## config.mk

```make
export PLATFORM = sky130hd
export DESIGN_NAME = uart_pkt_rx
export DESIGN_NICKNAME = d
export VERILOG_FILES = /design/src/rtl/uart_pkt_rx.sv
export SDC_FILE = /design/constraint.sdc
export NUM_CORES = 1
export LEC_CHECK = 0
export ABC_AREA = 1
export BUFFER_PORTS_ARGS = -buffer_cell sky130_fd_sc_hd__buf_4
export CAP_MARGIN = 20
export CORE_MARGIN = 4
export CORE_UTILIZATION = 35
export CTS_BUF_LIST = sky130_fd_sc_hd__clkbuf_16
export DETAILED_ROUTE_END_ITERATION = 10
export MAX_ROUTING_LAYER = met4
export PLACE_DENSITY_LB_ADDON = 0.1
export SLEW_MARGIN = 20
export SYNTH_ARGS = -nofsm -noshare
export SYNTH_HDL_FRONTEND = slang
export SYNTH_SLANG_ARGS = --single-unit
```

## constraint.sdc

```tcl
create_clock -name clk -period 3.3 [get_ports clk]
set_input_delay 0.66 -clock clk [delete_from_list [all_inputs] [get_ports clk]]
set_output_delay 0.66 -clock clk [all_outputs]
set_load 0.005 [all_outputs]
```

## src/rtl/uart_pkt_rx.sv

```systemverilog
// 8N1 serial receiver that frames STX | payload | ETX packets and presents the payload
// on a valid/ready port, with start-glitch, stop-bit, framing, watchdog and overrun checks.
module uart_pkt_rx #(
  parameter int          CLKS_PER_BIT   = 46,
  parameter int          PKT_BYTES      = 8,
  parameter logic [7:0]  STX            = 8'h02,
  parameter logic [7:0]  ETX            = 8'h03,
  parameter int          TIMEOUT_CYCLES = 500000
) (
  input  logic                         clk,
  input  logic                         rst,
  input  logic                         rx_in,
  output logic [8*(PKT_BYTES-2)-1:0]   pkt_data,
  output logic                         pkt_valid,
  input  logic                         pkt_ready,
  output logic                         frame_err,
  output logic                         timeout_err,
  output logic                         overrun,
  output logic                         busy
);

  localparam int PW    = 8*(PKT_BYTES-2);
  localparam int CNT_W = $clog2(CLKS_PER_BIT);
  localparam int IDX_W = $clog2(PKT_BYTES);
  localparam int WD_W  = $clog2(TIMEOUT_CYCLES);

  localparam logic [CNT_W-1:0] HALF_LAST = CNT_W'(CLKS_PER_BIT/2 - 1);
  localparam logic [CNT_W-1:0] BIT_LAST  = CNT_W'(CLKS_PER_BIT - 1);
  localparam logic [IDX_W-1:0] IDX_LAST  = IDX_W'(PKT_BYTES - 1);
  localparam logic [WD_W-1:0]  WD_LAST   = WD_W'(TIMEOUT_CYCLES - 1);

  typedef enum logic [1:0] {S_IDLE, S_START, S_DATA, S_STOP} state_t;

  logic             rx_meta_q, rx_s_q;
  state_t           state_q;
  logic [CNT_W-1:0] cnt_q;
  logic [2:0]       bit_q;
  logic [7:0]       shift_q;
  logic [IDX_W-1:0] idx_q;
  logic [WD_W-1:0]  wd_q;
  logic [PW-1:0]    staging_q;
  logic [PW-1:0]    pkt_data_q;
  logic             pkt_valid_q, frame_err_q, timeout_err_q, overrun_q;

  logic byte_done, pkt_complete;

  // A byte is accepted only when the stop bit samples high.
  assign byte_done    = (state_q == S_STOP) && (cnt_q == BIT_LAST) && rx_s_q;
  assign pkt_complete = byte_done && (idx_q == IDX_LAST) && (shift_q == ETX);

  always_ff @(posedge clk) begin
    if (rst) begin
      rx_meta_q <= 1'b1;
      rx_s_q    <= 1'b1;
    end else begin
      rx_meta_q <= rx_in;
      rx_s_q    <= rx_meta_q;
    end
  end

  always_ff @(posedge clk) begin
    for (int i = 0; i < PKT_BYTES-2; i++) begin
      if (byte_done && idx_q == IDX_W'(i+1)) staging_q[i*8 +: 8] <= shift_q;
    end
  end

  always_ff @(posedge clk) begin
    if (rst) begin
      state_q       <= S_IDLE;
      cnt_q         <= '0;
      bit_q         <= '0;
      shift_q       <= '0;
      idx_q         <= '0;
      wd_q          <= '0;
      pkt_data_q    <= '0;
      pkt_valid_q   <= 1'b0;
      frame_err_q   <= 1'b0;
      timeout_err_q <= 1'b0;
      overrun_q     <= 1'b0;
    end else begin
      frame_err_q   <= 1'b0;
      timeout_err_q <= 1'b0;
      overrun_q     <= 1'b0;

      case (state_q)
        S_IDLE: begin
          if (!rx_s_q) begin
            cnt_q   <= '0;
            state_q <= S_START;
          end
        end
        S_START: begin
          if (cnt_q == HALF_LAST) begin
            cnt_q   <= '0;
            bit_q   <= '0;
            state_q <= rx_s_q ? S_IDLE : S_DATA;
          end else begin
            cnt_q <= cnt_q + 1'b1;
          end
        end
        S_DATA: begin
          if (cnt_q == BIT_LAST) begin
            cnt_q   <= '0;
            shift_q <= {rx_s_q, shift_q[7:1]};
            bit_q   <= bit_q + 1'b1;
            if (bit_q == 3'd7) state_q <= S_STOP;
          end else begin
            cnt_q <= cnt_q + 1'b1;
          end
        end
        S_STOP: begin
          if (cnt_q == BIT_LAST) begin
            state_q <= S_IDLE;
            if (!rx_s_q) begin
              frame_err_q <= 1'b1;
              idx_q       <= '0;
            end
          end else begin
            cnt_q <= cnt_q + 1'b1;
          end
        end
        default: state_q <= S_IDLE;
      endcase

      if (byte_done) begin
        if (idx_q == '0) begin
          if (shift_q == STX) idx_q <= IDX_W'(1);
          else                frame_err_q <= 1'b1;
        end else if (idx_q == IDX_LAST) begin
          idx_q <= '0;
          if (shift_q != ETX) frame_err_q <= 1'b1;
        end else begin
          idx_q <= idx_q + 1'b1;
        end
      end

      // Watchdog runs only between bytes of a packet in progress.
      if (idx_q == '0 || state_q != S_IDLE || !rx_s_q) begin
        wd_q <= '0;
      end else if (wd_q == WD_LAST) begin
        wd_q          <= '0;
        timeout_err_q <= 1'b1;
        idx_q         <= '0;
      end else begin
        wd_q <= wd_q + 1'b1;
      end

      if (pkt_complete) begin
        if (!pkt_valid_q || pkt_ready) begin
          pkt_data_q  <= staging_q;
          pkt_valid_q <= 1'b1;
        end else begin
          overrun_q <= 1'b1;
        end
      end else if (pkt_valid_q && pkt_ready) begin
        pkt_valid_q <= 1'b0;
      end
    end
  end

  assign pkt_data    = pkt_data_q;
  assign pkt_valid   = pkt_valid_q;
  assign frame_err   = frame_err_q;
  assign timeout_err = timeout_err_q;
  assign overrun     = overrun_q;
  assign busy        = (idx_q != '0) || (state_q != S_IDLE);

endmodule
```

==> results <==
- The run finished with clean final reports.
- The initial antenna violation count is 0.
- The count of unresolved DRC violations after routing is 0.
- The beginning of the critical path is idx_q[0].
- The post-detailed-route wirelength per cell is 12.8 µm.
- After synthesis, the largest area contributor takes up 32.1% of total cell area.
- The number of enable-type register cells in the synthesized netlist is 48.
- The number of standard cells in the layout, taps in and fillers out is 956.
- The number of vias after detailed routing is 4396.
- After technology mapping, the gate count stands at 669.
- The worst register-to-register path has a depth of 10.
- The overall routing resource usage is 13.4%.
- The total overflow reported by the global router is 0.
- Traced cell by cell, the critical path runs through inv_1, ha_1, inv_1, nor2_1, nand2_1, buf_4.
- Across all setup checks in the final design, the least slack found is 1.00 ns.
- Once the floorplan was initialized, standard cells occupied 35.7% of the core.
- Once detail routing completed, the nets flagged for antenna violations numbered 0.
- The worst slew slack as a fraction of its limit is 33.0%.
- The worst min-delay path endpoint is rx_s_q.
- The nature of the critical path endpoint is an output port.
- The number of global-route vias before repair came to 4167.
- The routed design could run at a clock period as short as 2.30 ns.
- The cell with the most instances on the worst path is sky130_fd_sc_hd__inv_1.
- Entering global routing, the biggest net connects 98 pins.
- Each instance of the synthesized netlist takes up on average 8.85 µm².
- The maximum VDD drop is 0.000339 V.
- In this run the power density over the cells is 504 nW/µm².
- After detailed routing, the number of vias per cell comes to 4.60.
- The core region is 16600 µm².
- Clock-pin slew was measured on the worst setup and hold paths at 0.06 ns.
- In this run, CTS created clock tree buffers numbering 17.
- The floorplan row count is 47.
- The total routed wirelength is 12300 µm.
- Counting instances, the worst hold path has a depth of 1.
- In this run the worst path has a maximum fanout of 5.
- The category of the most critical setup path is reg2out.
- The area after detailed placement is 6550 µm².
- The sum of net half-perimeters after detailed placement is 8080 µm.
- In this run, the number of DRC markers left after iteration 0 of detailed routing was 189.
- The launching point of the worst reg2reg path is cnt_q[1].
- The commonest cells after synthesis are sky130_fd_sc_hd__nand2_1 (126), sky130_fd_sc_hd__nor2_1 (99), sky130_fd_sc_hd__dfxtp_1 (95).
- The area growth from synthesis to layout is 19.3%.
- STA classifies the critical path startpoint as a register.
- Routability-driven placement finished with a final weighted congestion of 0.808.
- The clock insertion delay at the later pin of the skew report is 0.42 ns.
- The leakage component of the power is 2.65 nW.
- For this run, the top clock speed supported by timing is 0.435 GHz.
- The final instance area is 7060 µm².
- The first global-routing pass estimated 20300 µm of wire.
- Clock skew on the completed layout was measured at 0.00999 ns.
- The reg-to-reg critical path endpoint is pkt_data[23].
- The die footprint is 19100 µm².
- The number of buffer cells added on primary ports is 56.
- The number of register bits inferred by synthesis is 143.
- For this design the top-level I/O count stands at 57.
- The dominant register cell in the synthesized netlist is sky130_fd_sc_hd__dfxtp_1.
- The root buffer cell chosen for the clock tree is sky130_fd_sc_hd__clkbuf_16.
- At the pin with the least slew margin, the transition time is 1.00 ns.
- Once placement completed, the tool counted placed cells totaling 925.
- Among all cell types in the netlist, the one instantiated most often is sky130_fd_sc_hd__nand2_1.
- In this design, the stage delay of the slowest critical-path cell is 0.36 ns.
- The completed layout was analyzed and its total power is 3.56 mW.
- After synthesis, the cell types taking the most area are sky130_fd_sc_hd__dfxtp_1 (32%), sky130_fd_sc_hd__edfxtp_1 (24%), sky130_fd_sc_hd__nand2_1 (8.0%).
- The die is 138 µm wide.
- Setup repair after global routing left no endpoint under its margin.
- The origin of the worst min-delay path is rx_meta_q.
- The number of diodes added for antenna fixing is 0.
- TritonCTS built the clock tree.
- The final-layout setup total negative slack is 0 ns.
- The worst-case register-to-register setup slack is 1.33 ns.
- The maximum root-to-sink buffer count is 2.
- In this run the post-CTS setup repair buffer count came out at 0.
- The net count of the finished layout is 740.
- The chip height is 138 µm.
- For this design, the sink count on the clock tree is 143.
- The cell type with the largest total area after synthesis is sky130_fd_sc_hd__dfxtp_1.
- The Yosys step of the flow raised 0 warnings.
- The first-pass iteration count of the detailed router is 4.
- The count of endpoints failing hold in the final timing report was 0.
- The number of max-capacitance violations reported is 0.
- Cells with a size suffix above 1 make up 13.9% of the layout.
- The layout has 1669 filler cells.
- After synthesis the cells add up to 5920 µm².
- Setup violations remaining at the end of the flow were counted as 0.
- After clock tree synthesis, the flow added hold-fix buffers numbering 0.
- The pre-CTS setup slack is 1.04 ns.
- The hold slack is 0.412 ns.
- Once the clock tree was built, the resizer swapped 0 gates to a different size.
- The netlist uses 29 different library cells.
- The synthesized net count is 685.
- The CTS H-tree depth is 4.
- The number of max-slew violations in the final report is 0.
- Data arrives at the worst endpoint at 1.64 ns.
- The data required time of the critical path is 2.64 ns.
- In this run the worst hold path is classified as reg2reg.
- Dividing the final minimum period by the clock period gives 69.6%.
- The final core area utilization is 42.6%.
- On the critical path, the stage with the largest delay is an instance of sky130_fd_sc_hd__dfxtp_1.
- For this run, asynchronously set or reset flops after synthesis account for 0%.
- The sequential-to-total area share from yosys stat is 56.5%.
[sequential cells by signal (all words and copies together), names as in the netlist, named ones only]
name and flops:
pkt_data 48, staging_q 48, wd_q 19, shift_q 8
cnt_q 6, bit_q 3, idx_q 3, frame_err 1
overrun 1, pkt_valid 1, rx_meta_q 1, rx_s_q 1
state_q 1, timeout_err 1
[worst max-delay path by stage]
stage                    to  slack [ns]  cells after the start
2_1_floorplan  staging_q[0]        1.41                      6
5_1_grt                busy        0.88                      6
3_5_place_dp   pkt_data[40]        1.04                      6
4_1_cts                busy        0.98                      6
6_report               busy        1.00                      6
3_3_place_gp   pkt_data[37]        1.09                      6
[cell usage in the layout (no fill, tap or decap), types with 13 or more instances in the layout]
master,Yosys,final
sky130_fd_sc_hd__nand3b_1,49,49
sky130_fd_sc_hd__a21oi_1,71,71
sky130_fd_sc_hd__dfxtp_1,95,95
sky130_fd_sc_hd__nand2_1,126,126
sky130_fd_sc_hd__edfxtp_1,48,48
sky130_fd_sc_hd__nor2_1,99,99
sky130_fd_sc_hd__nor3_1,13,13
sky130_fd_sc_hd__o21ai_0,20,20
sky130_fd_sc_hd__nand3_1,23,23
sky130_fd_sc_hd__clkbuf_16,0,17
sky130_fd_sc_hd__buf_4,0,65
sky130_fd_sc_hd__inv_1,49,51
[power by group]
part,total [mW],internal (mW),leakage [nW],switching [mW]
sequential,1.82,1.81,1.10,0.00570
combinational,0.0781,0.0257,1.29,0.0524
clock,1.66,0.999,0.263,0.663
total,3.56,2.84,2.65,0.721
[area by class of cell]
type	count	area, µm²	area share (%)
timing repair buffer	66	508	7.20
clock buffer	17	425	6.03
tap	220	275	3.90
clock inverter	14	85.1	1.21
sequential	143	3340	47.4
inverter	55	206	2.93
multi-input combinational	441	2210	31.4
[cell families after synthesis]
group | synth area share (%)
fa+ha+maj | 2.54
buf+inv | 6.09
simple gates | 25.7
xor+xnor | 0.888
compound gates | 8.27
flops | 56.5
[layer usage]
layer | up-vias | wire length, µm | track usage, %
met1 | 1990 | 5730 | 16.0
met3 | 12 | 487 | 4.25
met2 | 75 | 5890 | 21.4
met4 | 0 | 151 | 4.73
li1 | 2319 | - | -
met5 | - | 0 | -
[worst max-delay path, delay by kind of cell (launching register included)]
kind | cells | cell delay (ns)
simple gates | 2 | 0.41
flops | 1 | 0.36
buf+inv | 3 | 0.31
fa+ha+maj | 1 | 0.14
Power figures use the tool's default switching activity.
